**src/rtl/irq_pending_unit.sv**
```systemverilog
// Interrupt pending stage ahead of daisy_chain: synchronises raw request lines,
// captures them as level or rising-edge latched, and tracks lost edge events.
module irq_pending_unit #(
  parameter int N_IRQ       = 16,
  parameter int SYNC_STAGES = 2
) (
  input  logic             clk_i,
  input  logic             rst_ni,
  input  logic [N_IRQ-1:0] irq_raw_i,
  input  logic [N_IRQ-1:0] edge_sel_i,
  input  logic [N_IRQ-1:0] mie_i,
  input  logic [N_IRQ-1:0] irq_ret_i,
  input  logic             csr_clr_we_i,
  input  logic [N_IRQ-1:0] csr_clr_i,
  output logic [N_IRQ-1:0] masked_irq_o,
  output logic [N_IRQ-1:0] pending_o,
  output logic [N_IRQ-1:0] lost_o
);

  logic [N_IRQ-1:0] r_sync [SYNC_STAGES];
  logic [N_IRQ-1:0] r_prev;
  logic [N_IRQ-1:0] r_pending;
  logic [N_IRQ-1:0] r_lost;

  logic [N_IRQ-1:0] w_s;
  logic [N_IRQ-1:0] w_rise;
  logic [N_IRQ-1:0] w_clr_csr;
  logic [N_IRQ-1:0] w_clr;
  logic [N_IRQ-1:0] w_pending_nxt;
  logic [N_IRQ-1:0] w_new_lost;
  logic [N_IRQ-1:0] w_lost_nxt;

  assign w_s       = r_sync[SYNC_STAGES-1];
  assign w_rise    = w_s & ~r_prev;
  assign w_clr_csr = {N_IRQ{csr_clr_we_i}} & csr_clr_i;
  assign w_clr     = irq_ret_i | w_clr_csr;

  // Per-line next state: a set in edge mode beats a same-cycle clear so no event is dropped
  always_comb begin
    w_pending_nxt = r_pending;
    w_new_lost    = '0;
    for (int k = 0; k < N_IRQ; k++) begin
      if (edge_sel_i[k]) begin
        if (w_rise[k]) begin
          w_pending_nxt[k] = 1'b1;
        end else if (w_clr[k]) begin
          w_pending_nxt[k] = 1'b0;
        end else begin
          w_pending_nxt[k] = r_pending[k];
        end
        w_new_lost[k] = w_rise[k] & r_pending[k] & ~w_clr[k];
      end else begin
        w_pending_nxt[k] = w_s[k];
        w_new_lost[k]    = 1'b0;
      end
    end
    w_lost_nxt = (r_lost & ~w_clr_csr) | w_new_lost;
  end

  // Synchroniser chain, edge history and pending/lost state
  always_ff @(posedge clk_i or negedge rst_ni) begin
    if (!rst_ni) begin
      for (int i = 0; i < SYNC_STAGES; i++) begin
        r_sync[i] <= '0;
      end
      r_prev    <= '0;
      r_pending <= '0;
      r_lost    <= '0;
    end else begin
      r_sync[0] <= irq_raw_i;
      for (int i = 1; i < SYNC_STAGES; i++) begin
        r_sync[i] <= r_sync[i-1];
      end
      r_prev    <= w_s;
      r_pending <= w_pending_nxt;
      r_lost    <= w_lost_nxt;
    end
  end

  assign pending_o    = r_pending;
  assign lost_o       = r_lost;
  assign masked_irq_o = r_pending & mie_i;

endmodule
```
**config.mk**
```make
export PLATFORM = sky130hd
export DESIGN_NAME = irq_pending_unit
export DESIGN_NICKNAME = d
export VERILOG_FILES = /design/src/rtl/irq_pending_unit.sv
export SDC_FILE = /design/constraint.sdc
export NUM_CORES = 1
export LEC_CHECK = 0
export CORE_ASPECT_RATIO = 0.8
export CORE_MARGIN = 1.5
export CORE_UTILIZATION = 35
export CTS_CLUSTER_DIAMETER = 150
export CTS_CLUSTER_SIZE = 30
export DETAILED_ROUTE_END_ITERATION = 8
export DONT_BUFFER_PORTS = 1
export GPL_ROUTABILITY_DRIVEN = 0
export PLACE_DENSITY = 0.56
export SYNTH_ARGS = -nofsm -noshare
export SYNTH_HDL_FRONTEND = slang
export SYNTH_SLANG_ARGS = --single-unit
```
**constraint.sdc**
```tcl
create_clock -name clk_i -period 0.8 [get_ports clk_i]
set_input_delay 0.16 -clock clk_i [delete_from_list [all_inputs] [get_ports clk_i]]
set_output_delay 0.16 -clock clk_i [all_outputs]
set_load 0.02 [all_outputs]
```
==> impl_metrics.ini <==
[die]
die_w_um = 108
io_pins = 131
rows = 30
dieArea_um2 = 9320
initial_core_util = 0.361
core-area_um2 = 8480
die_h_um = 86.7

[worst_setup_path]
crit_buf_inv = 0
cp_max_fo = 3
crit_path_start_kind = flop
cp.required_ns = 0.64
setup.reg_to_reg.worst_slack_ns = -0.08
crit_family = flip-flops
critPathKind = reg2out
max_stage_delay_ns = 0.43
cp-end-kind = output port
crit_arrival_ns = 0.94
crit_chain = and2_4
cp_slowest_cell = dfrtp_2

[synthesis]
synth_area_leaders = dfrtp_1 65%, a21bo_2 5.2%, o31ai_2 4.9%
synth_area_per_cell_um2 = 14.5
ys_types = 15
yosysTopAreaCell = dfrtp_1
ys_ff_latch = 80
netlist_instances = 211
synth_seq_area_share = 0.654
syn_area_um2 = 3060
synth_nets = 294
synth_top_cell_area_share = 0.654
yosysWarnings = 0

[sta]
final.setup_skew_ns = 0.0112
hold_slack_ns = -0.497
worst-slew-pin-transition_ns = 0.602
setup_ws_ns = -0.301
rsz0062_at_grt = true
slew_headroom = 0.599
slew_violations = 0
setup_viol = 65
fin_crit_sh = 1.38
period_minus_slack_ns = 1.10
fmaxAchievable_mhz = 908
timing.final.hold_violations = 80
fin_tns_setup_ns = -13.05

[placed_design]
port_buffers = 0
place_area_um2 = 3480
dp_cells = 353
hpwl_um = 3810

[routing]
wirelength_um = 6640
drt_first_pass_iters = 3
avgRoutedWirePerCell_um = 15.7
route.detailed.drc = 0
num_vias = 2010
ant_nets = 0
drt_iter0_markers = 63
vias_per_cell = 4.74

[layout]
final_cell_mix = 64 x dfrtp_1, 47 x dlygate4sd3_1, 30 x and2_4
drive_above_1_share = 0.471
finalNetCount = 390
utilization = 0.524
post-route-cell-area_um2 = 4440
n_antenna_cell = 0
stdcell_count = 424
final_common_cell = dfrtp_1
area_growth_pct = 45.1

[pwr]
powerDensity_nw_per_um2 = 1870
p_leak_nw = 1.95
vdd_ir_drop_max_uv = 1260

[clocking]
cts_num_sinks = 80
tritoncts = done
cts_max_path_buffers = 2
cts-htree-levels = 3
numCtsBuffers = 9
cts-root-buf = clkbuf_8
clkLatencyLatePin_ns = 0.34
path_clk_slew_ns = 0.09

[outcome]
status = finished, violations left
violations = negative hold slack, negative setup slack

[flow_run]
maxCapViolCount = 0

[global_routing]
grtUsageTotal = 0.142
grt_pass1_vias = 2124
overflow = 0
grt_pass1_wl_um = 10000
antenna_found_initial = 0
grt_max_degree = 81

[min_path]
min_path_type = in2async
## stage by stage
stage,setup slack (ns),total power [mW]
detailed placement,-0.0275,5.35
global route,-0.344,8.74
global placement,-0.00620,5.33
CTS,-0.318,8.39
floorplan,-0.0372,5.12
finish,-0.301,8.32
## cell type report
cell class | count | area (µm²)
Clock buffer | 12 | 145
Clock inverter | 4 | 30.0
Inverter | 1 | 3.75
Sequential cell | 80 | 2020
Multi-Input combinational cell | 127 | 1210
Fill cell | 698 | 4040
Tap cell | 112 | 140
Timing Repair Buffer | 88 | 892
## registers in the layout (all words and copies together), names as in the netlist
signal / flops
w_s: 16
r_prev: 16
r_sync: 16
pending_o: 16
lost_o: 16
## where the power goes
part	switching (mW)	internal, mW	total [mW]	leakage [nW]
Combinational	0.495	0.719	1.21	0.920
Clock	1.42	1.21	2.64	0.0748
Sequential	0.177	4.29	4.47	0.953
## cells by family after synthesis
logic type / after synthesis / share of synthesized area
flip-flops: 80 / 0.654
AND/OR/NAND/NOR: 79 / 0.166
AO/OA/AOI/OAI: 48 / 0.169
buffers and inverters: 4 / 0.0110
## path summary, 6_finish.rpt
kind | startpoint | to | cells past startpoint
setup / recovery | pending_o[9]$_DFFE_PN0P_ | masked_irq_o[9] | 1
hold / removal | rst_ni | lost_o[15]$_DFF_PN0_ | 0
setup reg to reg | pending_o[14]$_DFFE_PN0P_ | lost_o[14]$_DFF_PN0_ | 3
hold reg to reg | r_sync[31]$_DFF_PN0_ | w_s[15]$_DFF_PN0_ | 0
max in group asynchronous | rst_ni | pending_o[4]$_DFFE_PN0P_ | 0
min in group clk_i | csr_clr_i[6] | pending_o[6]$_DFFE_PN0P_ | 2
## metal layers
layer	vias to the layer above	routed length (µm)	global-route usage
li1	933	-	-
met1	981	2840	0.178
met2	87	3230	0.225
met3	9	491	0.0511
met4	0	76	0.0562
met5	-	0	0
## cell usage after synthesis
| cell type | count |
|---|---|
| and2_4 | 14 |
| buf_4 | 1 |
| a21bo_2 | 16 |
| o31ai_1 | 1 |
| o31ai_4 | 2 |
| and2_1 | 18 |
| o31ai_2 | 12 |
| nand2b_1 | 15 |
| nand3b_1 | 16 |
| nand2_1 | 16 |
| buf_6 | 2 |
| o41ai_2 | 1 |
| o2bb2ai_1 | 16 |
| inv_1 | 1 |
| dfrtp_1 | 80 |
## timing repair
action / 4_1_cts / 5_1_grt
pin swaps: 7 / 11
setup endpoints to repair: 64 / 70
hold buffers: 46 / 2
gates cloned: 0 / 0
endpoints found under the hold margin: 124 / 83
gates resized for setup: 35 / 15
setup buffers: 4 / 3
Note: power is estimated with default switching activity, not from simulation.
